<file path="src/rtl/hilo_muldiv_unit.sv">
// HI/LO owner: iterative MULT/MULTU/DIV/DIVU (33 busy cycles, radix-2) and single-cycle MTHI/MTLO.
// Requests seen while busy, or with reserved op codes, are dropped; the caller stalls on busy.
module hilo_muldiv_unit #(
   parameter int WIDTH = 32
) (
   input  logic             clk,
   input  logic             reset,
   input  logic             clk_enable,
   input  logic             op_valid,
   input  logic [2:0]       op,
   input  logic [WIDTH-1:0] rs_data,
   input  logic [WIDTH-1:0] rt_data,
   output logic             busy,
   output logic             done,
   output logic [WIDTH-1:0] hi,
   output logic [WIDTH-1:0] lo
);

   localparam int CW = $clog2(WIDTH);
   localparam logic [CW-1:0] LAST_STEP = CW'(WIDTH - 1);

   localparam logic [2:0] OP_MULT  = 3'b000;
   localparam logic [2:0] OP_MULTU = 3'b001;
   localparam logic [2:0] OP_DIV   = 3'b010;
   localparam logic [2:0] OP_DIVU  = 3'b011;
   localparam logic [2:0] OP_MTHI  = 3'b100;
   localparam logic [2:0] OP_MTLO  = 3'b101;

   typedef enum logic [1:0] {
      IDLE = 2'd0,
      CALC = 2'd1,
      FIX  = 2'd2
   } state_t;

   state_t             state;
   logic [CW-1:0]      count;
   logic [2*WIDTH-1:0] acc;
   logic [WIDTH-1:0]   opb;
   logic               is_div;
   logic               neg_lo;
   logic               neg_hi;

   logic               op_signed;
   logic               op_div;
   logic               div_zero;
   logic               rs_neg;
   logic               rt_neg;
   logic [WIDTH-1:0]   rs_mag;
   logic [WIDTH-1:0]   rt_mag;

   // A zero divisor keeps the raw dividend with no sign fix-up, so the
   // restoring loop itself yields lo = all ones and hi = rs_data.
   always_comb begin
      op_signed = (op == OP_MULT) || (op == OP_DIV);
      op_div    = (op == OP_DIV) || (op == OP_DIVU);
      div_zero  = op_div && (rt_data == '0);
      rs_neg    = op_signed && rs_data[WIDTH-1] && !div_zero;
      rt_neg    = op_signed && rt_data[WIDTH-1];
      rs_mag    = rs_neg ? -rs_data : rs_data;
      rt_mag    = rt_neg ? -rt_data : rt_data;
   end

   logic [WIDTH:0]     mul_sum;
   logic [WIDTH:0]     div_trial;
   logic [WIDTH-1:0]   div_diff;
   logic               div_ge;
   logic [2*WIDTH-1:0] acc_next;

   // acc holds {partial, multiplier} for multiply, {remainder, dividend/quotient} for divide.
   always_comb begin
      mul_sum   = {1'b0, acc[2*WIDTH-1:WIDTH]} + (acc[0] ? {1'b0, opb} : '0);
      div_trial = {acc[2*WIDTH-1:WIDTH], acc[WIDTH-1]};
      div_ge    = div_trial >= {1'b0, opb};
      div_diff  = div_trial[WIDTH-1:0] - opb;
      if (is_div) begin
         acc_next = {(div_ge ? div_diff : div_trial[WIDTH-1:0]), acc[WIDTH-2:0], div_ge};
      end else begin
         acc_next = {mul_sum, acc[WIDTH-1:1]};
      end
   end

   logic [2*WIDTH-1:0] prod_fix;
   logic [WIDTH-1:0]   quo_fix;
   logic [WIDTH-1:0]   rem_fix;

   always_comb begin
      prod_fix = neg_lo ? -acc : acc;
      quo_fix  = neg_lo ? -acc[WIDTH-1:0] : acc[WIDTH-1:0];
      rem_fix  = neg_hi ? -acc[2*WIDTH-1:WIDTH] : acc[2*WIDTH-1:WIDTH];
   end

   always_ff @(posedge clk or posedge reset) begin
      if (reset) begin
         state  <= IDLE;
         count  <= '0;
         acc    <= '0;
         opb    <= '0;
         is_div <= 1'b0;
         neg_lo <= 1'b0;
         neg_hi <= 1'b0;
         hi     <= '0;
         lo     <= '0;
         busy   <= 1'b0;
         done   <= 1'b0;
      end else if (clk_enable) begin
         done <= 1'b0;
         case (state)
            IDLE: begin
               if (op_valid) begin
                  case (op)
                     OP_MTHI: begin
                        hi   <= rs_data;
                        done <= 1'b1;
                     end
                     OP_MTLO: begin
                        lo   <= rs_data;
                        done <= 1'b1;
                     end
                     OP_MULT, OP_MULTU, OP_DIV, OP_DIVU: begin
                        acc    <= {{WIDTH{1'b0}}, rs_mag};
                        opb    <= rt_mag;
                        is_div <= op_div;
                        neg_lo <= rs_neg ^ rt_neg;
                        neg_hi <= op_div && rs_neg;
                        count  <= '0;
                        busy   <= 1'b1;
                        state  <= CALC;
                     end
                     default: ;
                  endcase
               end
            end
            CALC: begin
               acc   <= acc_next;
               count <= count + 1'b1;
               if (count == LAST_STEP) begin
                  state <= FIX;
               end
            end
            FIX: begin
               if (is_div) begin
                  hi <= rem_fix;
                  lo <= quo_fix;
               end else begin
                  hi <= prod_fix[2*WIDTH-1:WIDTH];
                  lo <= prod_fix[WIDTH-1:0];
               end
               busy  <= 1'b0;
               done  <= 1'b1;
               count <= '0;
               state <= IDLE;
            end
            default: begin
               busy  <= 1'b0;
               state <= IDLE;
            end
         endcase
      end
   end

endmodule

</file>
<file path="config.mk">
export PLATFORM = sky130hd
export DESIGN_NAME = hilo_muldiv_unit
export DESIGN_NICKNAME = d
export VERILOG_FILES = /design/src/rtl/hilo_muldiv_unit.sv
export SDC_FILE = /design/constraint.sdc
export NUM_CORES = 1
export LEC_CHECK = 0
export CORE_ASPECT_RATIO = 1.25
export CORE_UTILIZATION = 35
export CTS_CLUSTER_DIAMETER = 40
export DETAILED_ROUTE_END_ITERATION = 16
export GPL_TIMING_DRIVEN = 0
export SLEW_MARGIN = 20
export SYNTH_ARGS = -nofsm -noshare
export SYNTH_HDL_FRONTEND = slang
export SYNTH_SLANG_ARGS = --single-unit
export TNS_END_PERCENT = 1
</file>
<file path="constraint.sdc">
create_clock -name clk -period 5.86 [get_ports clk]
set_input_delay 1.465 -clock clk [delete_from_list [all_inputs] [get_ports clk]]
set_output_delay 1.465 -clock clk [all_outputs]
set_load 0.01 [all_outputs]
</file>
Word-level counts from Yosys, hierarchy flattened

Index checks and enable logic that the tools add are counted.

Reduce and logical (&&, ||, !) cells: 23
Shift operators: 0
Multipliers: 0
Magnitude comparators: 1
Add/sub/neg operators: 8
Bitwise operators: 2
Equal/unequal tests: 13
Muxes and demuxes: 32
Div/mod/pow operators: 0

Operators with widths:

| operator                                                                | number |
|---|---|
| 32-bit 2-to-1 mux                                                       | 12 |
| 64-bit 2-to-1 mux                                                       | 4 |
| 32-bit negation                                                         | 4 |
| 32-bit one-hot mux with 2 select lines                                  | 2 |
| 64-bit one-hot mux with 2 select lines                                  | 1 |
| 64-bit negation                                                         | 1 |
| 32-bit by 32-bit adder with 33-bit output                               | 1 |
| 33-bit by 32-bit >= comparator with 1-bit output                        | 1 |
| 32-bit zero test                                                        | 1 |
| 32-bit subtractor                                                       | 1 |
| 4-bit AND reduction                                                     | 7 |
| 5-bit one-hot mux with 3 select lines                                   | 1 |
| 5-bit 2-to-1 mux                                                        | 2 |
| 3-bit by 2-bit equality test with 1-bit output, second input constant   | 2 |
| 3-bit equality test, second input constant                              | 2 |
| 2-bit 2-to-1 mux                                                        | 3 |
| 2-bit by 1-bit inequality test with 1-bit output, second input constant | 3 |
| 5-bit by 1-bit adder with 5-bit output, second input constant           | 1 |
| 5-bit equality test, second input constant                              | 1 |
| 1-bit logical AND                                                       | 5 |
| 1-bit 2-to-1 mux                                                        | 4 |
| 2-bit inequality test, second input constant                            | 2 |
| 1-bit one-hot mux with 2 select lines                                   | 2 |
| 2-bit one-hot mux with 2 select lines                                   | 1 |
| 13 further kinds                                                        | 15 |

Bits in latches: 0
Register bits after elaboration: 172
Logic and storage cells: 90
Memory bits (writable): 0
Output and inout bits: 66
ROM bits: 0
Memories: 0
Bits of input ports: 71

Longest topological paths before layout

Gate-level depths: netlist of the first run.

Depth in word-level cells: 9
Mapped depth: 16
Depth with buffers taken out: 14

Worst setup path after synthesis of the first run

Ideal clock, no wire load.

Path type: input -> register
From: in rs_data[22]
To: reg acc[30]
Required time: 5.777 ns
Path buffers: 0
Setup time: 0.083 ns
Stages on the path: 8
Arrival time: 3.587 ns
Path slack: 2.191 ns
Cell sequence: or4_1 > or4_1 > or3_1 > or3_1 > o21ai_1 > xnor2_1 > o21ai_0 > o21ai_0

Word-level cells in the longest chain between the ends: 5

Ends and longest elaborated chain:

| element                                | RTL line | source |
|---|---|---|
| start, declared                        | 11       | `input logic [WIDTH-1:0] rs_data,` |
| 32-bit negation                        | 59       | `rs_mag = rs_neg ? -rs_data : rs_data;` |
| 32-bit 2-to-1 mux                      | 59       |  |
| 64-bit 2-to-1 mux                      | 110      | `case (op)` |
| 64-bit 2-to-1 mux                      | 109      | `if (op_valid) begin` |
| 64-bit one-hot mux with 2 select lines | 107      | `case (state)` |
| end signal, assigned                   | 120      | `acc <= {{WIDTH{1'b0}}, rs_mag};` |
| end signal, assigned                   | 134      | `acc <= acc_next;` |
| end, declared                          | 37       | `logic [2*WIDTH-1:0] acc;` |

No other way between the ends. The select of a mux whose other input is x is not followed.
A chain may end at the register's enable or synchronous reset.

Worst setup path after layout of the first run

From: reg acc[0]
To: reg acc[61]

Word-level cells in the longest chain between the ends: 4

Ends and longest elaborated chain:

| element                                   | RTL line | source |
|---|---|---|
| 32-bit 2-to-1 mux                         | 71       | `mul_sum = {1'b0, acc[2*WIDTH-1:WIDTH]} + (acc[0] ? {1'b0, opb} : '0);` |
| 32-bit by 32-bit adder with 33-bit output | 71       |  |
| 64-bit 2-to-1 mux                         | 75       | `if (is_div) begin` |
| 64-bit one-hot mux with 2 select lines    | 107      |  |

No other way between the ends.

==> impl_metrics.ini, run 1 <==
[yosys]
synth_top_family_by_area = compound AO/OA/AOI/OAI gates
syn_area_per_cell_um2 = 7.865
synth.largest_area_cell = dfrtp_1
synthArstFlopShare_pct = 100.0
synthAdderAreaFrac_pct = 6.679
synthTopCellsByArea = dfrtp_1, o21ai_0, nand2_1
synth_xor_area_share_pct = 10.43
ys_top_cells_by_count = nand2_1, o21ai_0, dfrtp_1
yosys.area_share.simple_pct = 18.88
synth.most_common_cell = nand2_1
synth_top_area_share_pct = 30.15
synth_ff_type = dfrtp_1
ys_seq_elements = 172
synth-edff-count = 0
synth_cell_type_count = 72
synthesis.area_um2 = 14270
synth_nets = 1961
yosysSeqAreaShare_pct = 30.15
synthCells = 1815
synth-compound-area-share_pct = 25.66
synth_warnings = 0
synthMuxAreaShare_pct = 3.664

[critical_path]
critPathMaxStageDelay_ps = 740
cp_max_fo = 10
crit_path_start_kind = register
crit_start = acc[0]
crit_type = register to register
worstSetupEndpoint = acc[61]
crit_buf_inv = 3
crit_required_ps = 6260
reg2reg_to = acc[61]
path_cells = clkbuf_1 -> inv_1 -> clkbuf_1 -> nor2_1 -> ha_1 -> nor2b_1 -> o21ai_0 -> a21boi_0 -> o21ai_0 -> nand4_1 -> a31oi_1 -> o31ai_1 -> a21oi_1 -> o311ai_0 -> and3_1
cp_num_cells = 15
arrival_ps = 5410
cp_slowest_cell = o31ai_1
path_delay_family = compound AO/OA/AOI/OAI gates
regToRegSetupSlack_ps = 860
cp-end-kind = register
rr_worst_depth = 15
r2r-start = acc[0]

[finish]
drive_above_1_share_pct = 3.473
syn_to_final_growth_pct = 19.35
antenna_cells = 0
layout.nets = 2120
fin_util_pct = 42.47

[clock_tree]
htree_levels = 4
max-clock-path-buffers = 2
ctsRootBufferMaster = clkbuf_16
cts_resized = 0
cts_setup_buffers = 0
cts_sinks = 172
clk_pin_slew_ps = 80
numCtsBuffers = 17
cts_tree = built
worstSkewPairLatency_ps = 470
cts_hold_buffers = 0

[route]
wirelength_um = 53320
ant_nets = 0
drt_first_iter_violations = 1055
dr.pass1.iters = 5
viasPerCell = 5.683
drc_errors = 0
wl_per_cell_um = 21.05
via_count = 14390

[global_route]
grt_remaining_overflow = 0
antenna_found_initial = 0
grt_max_degree = 34
grtUsageTotal_pct = 25.78
grt_pass1_vias = 14030
grt_pass1_wl_um = 82080

[timing]
setup_viol = 0
maxSlewHeadroom_pct = 34.34
finalCritPeriodShare_pct = 85.38
drv_slew = 0
setup-tns-final_ps = 0
fmax_ghz = 0.1999
worstMarginPinSlew_ps = 984.9
skew_ps = 18.07
period_needed_ps = 5003
timing_hold_violations_final = 0
rsz0062_at_grt = no

[place]
dp_hpwl_um = 42840
portBuffers = 135
gp_congestion = 0.9712

[run]
timing.max_cap.violations = 0

[die]
die_h_um = 227.8
start_util_pct = 35.58
rows = 82
coreArea_um2 = 40120
ios = 137
die-area_um2 = 41600
die_w_um = 182.6

[pwr]
power.density_nw_per_um2 = 557.4
ir_drop_v = 0.0002579
p_leak_uw = 0.007373

[worst_hold_path]
hp-class = register to register

[outcome]
status = finished, final reports clean
## state kept, by name (all words and copies together), names as in the netlist, 2 cells and up
signal,cells
state,2
lo,32
count,5
opb,32
acc,64
hi,32
## per-layer routing
metal	wire length, µm	share of wire [%]	GRT usage (%)
met1	21700	41	30.88
met4	2663	5.0	13.29
met5	0	0	0
met2	26410	50	45.38
met3	2537	4.8	2.538
## cells in the final DEF, fill, tap and decap left out, drive strengths merged, types with 5 or more instances in the layout
cell,count
clkdlybuf4s50,135
nand2b,24
a31o,6
mux2i,50
a21oi,111
inv,81
a211oi,41
nand2,260
o41ai,11
nand4,7
dfrtp,172
nor2b,10
xnor2,89
a21o,56
a31oi,16
or3,23
or4,7
o21ai,240
o211ai,13
nor3,33
nor4,15
ha,73
a22oi,14
nand3,31
o21bai,9
buf,20
o31ai,25
xor2,81
and2,5
o221ai,5
nor2,136
and3,13
o21a,7
clkbuf,99
## how the worst min path moves through the flow
stage          depth (start not counted)    start       to
2_1_floorplan                          2  opb[10]  opb[10]
3_3_place_gp                           1   lo[10]   lo[10]
3_5_place_dp                           1   lo[14]   lo[14]
4_1_cts                                1   lo[14]   lo[14]
5_1_grt                                1   lo[21]   lo[21]
6_report                               2  opb[31]  opb[31]
## metrics by stage
step                      total power, µW  instance area, µm²  hold WS [ps]  cells  setup WS (ps)
after floorplan                      6198               14280         449.8   1815           2191
after global placement               8092               16310         459.4   2496          496.9
after detailed placement             8180               16410         465.7   2501          421.2
after CTS                            9435               17040         483.8   2533          887.7
after global routing                10200               17040         492.9   2533          449.4
final                                9496               17040         478.0   2533          856.8
## report_power, final
part | internal (µW) | switching (µW)
Combinational | 2410 | 3530
Clock | 656 | 594
Sequential | 1710 | 600
## cell type report
type                       instances  area (µm²)
clock inverter                    15       198.9
tap                              546       683.2
buffer                            97       370.4
sequential                       172        4304
fill                            4089       23080
clock buffer                      17       425.4
timing repair buffer             140        1451
multi-input combinational       1472        9323
inverter                          74       281.5
## cells by family (layout without fill, tap and decap cells)
logic type / after synthesis / count (layout)
DFF: 172 / 172
and+or+nand+nor: 583 / 583
AOI/OAI and AO/OA: 592 / 592
buffers and inverters: 171 / 343
adders and majority gates: 75 / 75
muxes: 52 / 52
xor gates and xnor gates: 170 / 170
## worst reg2reg max path, cell delays in order, from the launching register on
cell	delay (ps)
dfrtp_1	360
clkbuf_1	230
inv_1	250
clkbuf_1	600
nor2_1	90
ha_1	370
nor2b_1	150
o21ai_0	110
a21boi_0	510
o21ai_0	420
nand4_1	240
a31oi_1	190
o31ai_1	740
a21oi_1	150
o311ai_0	340
and3_1	210
Power figures use the tool's default switching activity.
==> run 2: changes to the inputs <==
Settings changed: CAP_MARGIN set to 20.
==> run 2 against run 1 <==
  * Flip-flop and latch count stayed put
  * Clock power hardly changed
  * Critical path type unchanged
  * Highest routed layer unchanged
  * Sequential share of layout area stayed put
  * Die area stayed put
  * Largest cell class unchanged
  * Non-clock buffer count stayed put
  * Cell count stayed put
  * Largest power group unchanged
  * Setup slack stayed put
  * Clock skew stayed put
  * Via count stayed put
  * Combinational power hardly changed
  * Critical endpoint unchanged
  * Critical path depth stayed put
==> impl_metrics.ini, run 2 (synthesis gave the netlist of run 1 again) <==
[clock_tree]
htree_levels = 4
cts_hold_buffers = 0
cts_tree = built
worstSkewPairLatency_ps = 470
cts_resized = 0
ctsRootBufferMaster = clkbuf_16
numCtsBuffers = 17
cts_setup_buffers = 0
max-clock-path-buffers = 2
cts_sinks = 172
clk_pin_slew_ps = 80

[outcome]
status = finished, final reports clean

[global_route]
gr-usage-met1_pct = 30.88
grt_remaining_overflow = 0
grt_pass1_vias = 14030
grt.busiest_layer = met2
grt_pass1_wl_um = 82080
antenna_found_initial = 0
grt_max_degree = 34
grtUsageTotal_pct = 25.78
met3_usage_pct = 2.538
grt_util_met2_pct = 45.38

[finish]
fillCellCount = 4089
syn_to_final_growth_pct = 19.35
drive_above_1_share_pct = 3.473
antenna_cells = 0
layout_common_cells = nand2_1, o21ai_0, dfrtp_1
finalNonFillerCells = 2533
largest_reg_flops = 64
fin_area_um2 = 17040
largest-register = acc
layout_commonest_cell = nand2_1
seq_area_um2 = 4304
multi_input_area_um2 = 9323
fin_util_pct = 42.47
layout.nets = 2120

[timing]
maxSlewHeadroom_pct = 34.34
worstMarginPinSlew_ps = 984.9
skew_ps = 18.07
timing_hold_violations_final = 0
setup_viol = 0
setup-tns-final_ps = 0
fmax_ghz = 0.1999
drv_slew = 0
period_needed_ps = 5003
finalCritPeriodShare_pct = 85.38
whs_ps = 478.0
rsz0062_at_grt = no

[route]
via_count = 14390
wl_per_cell_um = 21.05
drt_first_iter_violations = 1055
wirelength_um = 53320
dr.pass1.iters = 5
viasPerCell = 5.683
drc_errors = 0
ant_nets = 0

[place]
dp_hpwl_um = 42840
portBuffers = 135
placed_cells_incl_taps = 2501
gp_congestion = 0.9712
placed_area_um2 = 16410

[critical_path]
crit_path_start_kind = register
path_cells = clkbuf_1 -> inv_1 -> clkbuf_1 -> nor2_1 -> ha_1 -> nor2b_1 -> o21ai_0 -> a21boi_0 -> o21ai_0 -> nand4_1 -> a31oi_1 -> o31ai_1 -> a21oi_1 -> o311ai_0 -> and3_1
critPathMaxStageDelay_ps = 740
arrival_ps = 5410
cp-end-kind = register
crit_type = register to register
crit_required_ps = 6260
cp_max_fo = 10
cp_slowest_cell = o31ai_1

[pwr]
ir_drop_v = 0.0002579
power.density_nw_per_um2 = 557.4
p_leak_uw = 0.007373

[die]
die_w_um = 182.6
coreArea_um2 = 40120
ios = 137
die_h_um = 227.8
start_util_pct = 35.58
rows = 82
die-area_um2 = 41600

[worst_hold_path]
hp-class = register to register

[run]
timing.max_cap.violations = 0
run 2: cell counts in the layout (fill, tap and decap cells not counted):
Identical to the previous run, type by type.
run 2: layer usage:
metal,vias up,part of all wire (%)
met2,535,50
met1,6948,41
li1,6793,-
met5,-,0
met4,0,5.0
met3,118,4.8
run 2: through the flow:
step                total power [µW]  setup WS [ps]
floorplan                       6198           2191
global placement                8092          496.9
detailed placement              8180          421.2
CTS                             9435          887.7
global route                   10200          449.4
finish                          9496          856.8
run 2: path summary, 6_finish.rpt:
path	from	endpoint	slack (ps)	cells after the start
max in group asynchronous	reset	opb[6]	3300	5
min reg2reg	opb[31]	opb[31]	480	2
max	acc[0]	acc[61]	860	15
min	opb[31]	opb[31]	480	2
min in group asynchronous	reset	acc[20]	1450	2
max reg2reg	acc[0]	acc[61]	860	15
run 2: final cells by class:
| cell class | count | share of cell area, % |
|---|---|---|
| buffer | 97 | 2.174 |
| clock buffer | 17 | 2.497 |
| clock inverter | 15 | 1.168 |
| inverter | 74 | 1.652 |
| multi-input combinational | 1472 | 54.72 |
| sequential | 172 | 25.26 |
| tap | 546 | 4.010 |
| timing repair buffer | 140 | 8.519 |
run 2: report_power, final:
| group | internal, µW | switching [µW] | total (µW) |
|---|---|---|---|
| combinational | 2410 | 3530 | 5940 |
| clock | 656 | 594 | 1250 |
| sequential | 1710 | 600 | 2310 |
| total | 4770 | 4720 | 9500 |
run 2: critical path: cells and delay by family (launching register included):
| family | cells | cell delay, ps |
|---|---|---|
| adders and majority gates | 1 | 370 |
| and+or+nand+nor | 4 | 690 |
| buffers and inverters | 3 | 1080 |
| AOI/OAI and AO/OA | 7 | 2460 |
| DFF | 1 | 360 |
==> variant 1 (flow settings as in run 2) <==
Register the output `lo` once more, with the module's reset; this adds one clock of latency there. The other outputs are not delayed to match.
--- a/src/rtl/hilo_muldiv_unit.sv
+++ b/src/rtl/hilo_muldiv_unit.sv
@@ -31,6 +31,8 @@
       CALC = 2'd1,
       FIX  = 2'd2
    } state_t;
+
+   logic [WIDTH-1:0] lo_s0;
 
    state_t             state;
    logic [CW-1:0]      count;
@@ -99,7 +101,7 @@
          neg_lo <= 1'b0;
          neg_hi <= 1'b0;
          hi     <= '0;
-         lo     <= '0;
+         lo_s0  <= '0;
          busy   <= 1'b0;
          done   <= 1'b0;
       end else if (clk_enable) begin
@@ -113,7 +115,7 @@
                         done <= 1'b1;
                      end
                      OP_MTLO: begin
-                        lo   <= rs_data;
+                        lo_s0 <= rs_data;
                         done <= 1'b1;
                      end
                      OP_MULT, OP_MULTU, OP_DIV, OP_DIVU: begin
@@ -140,10 +142,10 @@
             FIX: begin
                if (is_div) begin
                   hi <= rem_fix;
-                  lo <= quo_fix;
+                  lo_s0 <= quo_fix;
                end else begin
                   hi <= prod_fix[2*WIDTH-1:WIDTH];
-                  lo <= prod_fix[WIDTH-1:0];
+                  lo_s0 <= prod_fix[WIDTH-1:0];
                end
                busy  <= 1'b0;
                done  <= 1'b1;
@@ -158,5 +160,13 @@
       end
    end
 
+   always_ff @(posedge clk or posedge reset) begin
+      if (reset) begin
+         lo <= '0;
+      end else begin
+         lo <= lo_s0;
+      end
+   end
+
 endmodule
 
Check against the original RTL: not equivalent (Yosys sat finds a counterexample within 4 cycles, from zero or initial values and one cycle with reset high).
==> variant 1 against run 2 <==
Synthesized area increased by 5.5%; cell area rose by 6.9%; die area up 5.5%; non-clock buffer count grew 11; sequential cell count up 32; worst setup slack improved by 0.10 ns; critical path depth shrank 1; routed wire length decreased by 3.0%; power up 9.8%; sequential share of layout area rose by 2.8 points; cell count increased by 1.5%; largest cell class unchanged.
==> variant 1: results (changes against run 2) <==
** Outcome
- The flow ran to the end, and the final reports show no timing, DRC or antenna violations.

** Layout
- The final sequential cell count came to 204 (+19%).
- The number of multi-input logic gates came to 1,445 (-1.8%).
- Layout clock buffers :: 30 (+13)
- Non-filler cells in the finished layout :: 2,572 (+1.5%)
- Count of filler cells inserted in the layout :: 4,281 (+4.7%)
- Number of non-clock buffers :: 248 (+4.6%)
- Portion of the layout cell area used by non-clock buffers :: 10.5% (-0.20 points)
- The layout net count was 2,138 (+0.85%).
- The fraction of final layout cells sized beyond drive strength 1 is 5.07% (+1.6 points).
- The multi-input gate share of total cell area is 51.1% (-3.6 points).
- The count of non-CTS inverters in the layout is 65 (-12%).
- Layout Cell Area excl Fill :: 18,200 um2 (+6.9%)
- Layout Utilization :: 43.1% (+0.64 points)

** Yosys
- The post-synthesis net count is 1,966 (+0.25%).
- Complex-gate fraction of the synthesized area :: 23.6% (-2.0 points)
- The post-synthesis cell type count came to 77 (+6.9%).
- The adder and majority gate portion of the synthesized area was 6.33% (-0.35 points).
- Xor and xnor fraction of the mapped netlist area :: 10.1% (-0.32 points)

** CTS
- The TritonCTS buffer count is 28 (+11).
- Maximum root-to-sink buffer count :: 3 (+1)
- The insertion delay to the later sink of the worst-skew pair is 0.56 ns (+0.09 ns).
- Clock transition at the registers of the reported paths :: 0.06 ns (-0.02 ns)

** Placed design
- The routability congestion estimate was 0.993 (+2.3%).
- DPL Wire Length :: 41,400 um (-3.5%)
- Cell total after placement :: 2,521 (+0.80%)
- Instance area after placement :: 17,300 um2 (+5.2%)

** Global routing
- Met1 Use GR :: 27.6% (-3.3 points)
- The pin count of the biggest net entering global routing was 36 (+5.9%).
- The wire length of the first global-routing pass is 79,600 um (-3.0%).
- GR Layer Usage met3 :: 2.60% (+0.066 points)
- Gr usage total :: 23.3% (-2.5 points)

** Floorplanning
- The effective utilization at floorplan is 35.7% (+0.077 points).

** Power and ir drop
- The worst supply voltage drop on vdd is 223 uV (-14%).
- The internal power consumption is 0.00548 W (+15%).
- Total leakage power :: 7.70 nW (+4.4%)

** Setup path
- Arrival time reported for the critical path endpoint :: 5.32 ns (-0.09 ns)

** STA
- Headroom to the max-slew limit :: 33.3% (-1.1 points)
- The clock skew was 0.0125 ns (-0.00561 ns).

** Detailed routing
- Average wire per cell in the routed design :: 20.1 um (-4.4%)
## variant 1: power by group through the flow
stage | sequential [W] | clock (W) | combinational [W]
after floorplan | 0.00254 | 0 | 0.00405
after global placement | 0.00263 | 0 | 0.00594
after detailed placement | 0.00265 | 0 | 0.00598
after CTS | 0.00263 | 0.00175 | 0.00601
after global routing | 0.00272 | 0.00180 | 0.00666
final | 0.00263 | 0.00172 | 0.00608
## variant 1: cells by family after synthesis
group,Yosys count
muxes,63
DFF,204
buffers and inverters,171
adders and majority gates,75
AOI/OAI and AO/OA,590
xor gates and xnor gates,174
and+or+nand+nor,543
## variant 1: stage by stage
stage	power [W]	setup WS, ns
6_report	0.0104	0.957
5_1_grt	0.0112	0.794
4_1_cts	0.0104	0.978
3_5_place_dp	0.00864	0.408
3_3_place_gp	0.00856	0.112
2_1_floorplan	0.00659	1.75
## variant 1: worst max-delay path, cell delays in order
cell	delay, ns
clkdlybuf4s50_1	0.42
inv_1	0.11
ha_1	0.20
nand2_1	0.08
nor3_2	0.25
nand3b_1	0.14
nor2_1	0.29
nand3_1	0.17
or4_1	0.56
o311a_1	0.60
clkbuf_1	0.50
nand2_1	0.20
xor2_1	0.23
a21oi_1	0.09
## variant 1: path summary, 6_finish.rpt
path	end	start	slack, ns	cells after the start
max	acc[10]	rt_data[1]	0.96	14
min	lo[23]	lo_s0[23]	0.37	0
max reg2reg	acc[63]	acc[0]	1.13	15
min reg2reg	lo[23]	lo_s0[23]	0.37	0
max in group asynchronous	lo[26]	reset	3.80	5
min in group asynchronous	lo[2]	reset	1.15	2
## variant 1: metal layers
metal	vias to the layer above	routed length, um
met5	-	0
met4	0	2180
met3	135	2690
met2	508	25800
met1	6744	21100
li1	6897	-
==> variant 2 (config.mk and constraints of run 2) <==
Without the edit above. `WIDTH`: 32 -> 64.
--- a/src/rtl/hilo_muldiv_unit.sv
+++ b/src/rtl/hilo_muldiv_unit.sv
@@ -1,7 +1,7 @@
 // HI/LO owner: iterative MULT/MULTU/DIV/DIVU (33 busy cycles, radix-2) and single-cycle MTHI/MTLO.
 // Requests seen while busy, or with reserved op codes, are dropped; the caller stalls on busy.
 module hilo_muldiv_unit #(
-   parameter int WIDTH = 32
+   parameter int WIDTH = 64
 ) (
    input  logic             clk,
    input  logic             reset,
Interface: changed (resized hi, lo, rs_data and rt_data); port bits go from 137 to 265. No check against the original RTL was run, so the function may have changed too.
==> variant 2 against run 2 <==
Worst setup slack worse by 0.54 ns; routed wire length up 150%; cell count up 110%; clock power rose to 2.9 times the old value; sequential share of layout area down 2.0 points; sequential cell count up 161; synthesized area up 110%; power up 140%; combinational power up 140%; cell area up 110%; largest power group unchanged.
==> variant 2: results (changes against run 2) <==
** Outcome
- Outcome :: finished, final reports clean

** Detailed routing
- Number of DRC markers in iteration 0 :: 2,760 (+160%)
- Number of vias per cell :: 5.91 (+4.0%)
- M1 wire length :: 50,500 um (+130%)
- The routed length on met3 is 8610 um (+240%).

** Placed design
- DPL Wire Length :: 107,000 um (+150%)
- Instance area after placement :: 33,800 um2 (+110%)
- The routability congestion estimate is 0.995 (+2.4%).

** Yosys
- Count of distinct cell types in the synthesized netlist :: 90 (+25%)
- By count the netlist is led by o21ai_0 (436), nand2_1 (426), dfrtp_1 (333).
- The mean cell area of the mapped netlist was 7.74 um2 (-1.6%).
- Net count after synthesis :: 4,085 (+110%)
- Share of the yosys chip area belonging to registers :: 28.3% (-1.9 points)

** Layout
- The fill cell total of the finished layout came to 8,545 (+110%).
- The layout net count came to 4,420 (+110%).
- The fraction of final layout cells sized beyond drive strength 1 came to 5.03% (+1.6 points).

** Global routing
- Number of antenna violations at the first check in global routing :: 2 (+2)
- The met1 track utilization from global routing is 35.6% (+4.8 points).
- Wire length of the first global-routing pass :: 195,000 um (+140%)
- The met3 demand-to-capacity share in global routing came to 3.76% (+1.2 points).
- The global-route usage over all layers came to 30.4% (+4.6 points).

** Setup path
- Worst path max stage delay :: 0.63 ns (-0.11 ns)
- The slowest stage of the critical path is the or4_1 cell.

** STA
- Headroom to the max-slew limit :: 21.8% (-13 points)
- The clock skew came to 0.0423 ns (+0.0242 ns).

** CTS
- The clock tree buffer depth came to 3 (+1).
- PostCTS Resize Cnt :: 4 (+4)
- The insertion delay to the later sink of the worst-skew pair is 0.66 ns (+0.19 ns).
- Maximum level of the CTS H-tree :: 2 (-2)

** Power and ir drop
- The fraction of power consumed by combinational cells is 63.6% (+1.1 points).
-- variant 2: cell count changes after synthesis, moves of 75 or more --
cell	run 2	this run
nand2_1	260	426
xor2_1	81	194
a21oi_1	110	308
o21ai_0	236	436
nor2_1	136	312
dfrtp_1	172	333
clkbuf_1	82	214
a21o_1	56	131
-- variant 2: critical path: cells and delay by family --
family,cells,cell delay (ns)
AO/OA/AOI/OAI,2,0.31
XOR/XNOR,1,0.18
buffers and inverters,3,1.11
AND/OR/NAND/NOR,7,2.93
-- variant 2: cell type report --
| cell class | instances | area share (%) |
|---|---|---|
| Inverter | 119 | 1.26 |
| Timing Repair Buffer | 276 | 8.10 |
| Antenna cell | 2 | 0.0140 |
| Sequential cell | 333 | 23.3 |
| Clock inverter | 41 | 1.48 |
| Clock buffer | 66 | 4.24 |
| Multi-Input combinational cell | 3115 | 55.1 |
| Buffer | 245 | 2.76 |
| Tap cell | 1080 | 3.77 |
-- variant 2: path summary, 6_finish.rpt --
kind | startpoint | endpoint | depth (start not counted)
min in group asynchronous | reset | lo[49] | 2
max | rt_data[11] | acc[13] | 13
min | opb[13] | opb[13] | 2
min reg2reg | opb[13] | opb[13] | 2
max reg2reg | acc[0] | hi[60] | 14
max in group asynchronous | reset | hi[8] | 7
-- variant 2: cell families (layout without fill, tap and decap cells) --
logic type / Yosys count / count (layout) / share of synthesized area [%]
AO/OA/AOI/OAI: 1259 / 1259 / 26.5
AND/OR/NAND/NOR: 1257 / 1257 / 20.3
buffers and inverters: 364 / 747 / 4.85
XOR/XNOR: 356 / 356 / 10.6
flip-flops: 333 / 333 / 28.3
adder cells (fa/ha/maj): 138 / 138 / 5.91
multiplexers: 105 / 105 / 3.65
other: 0 / 2 / 0
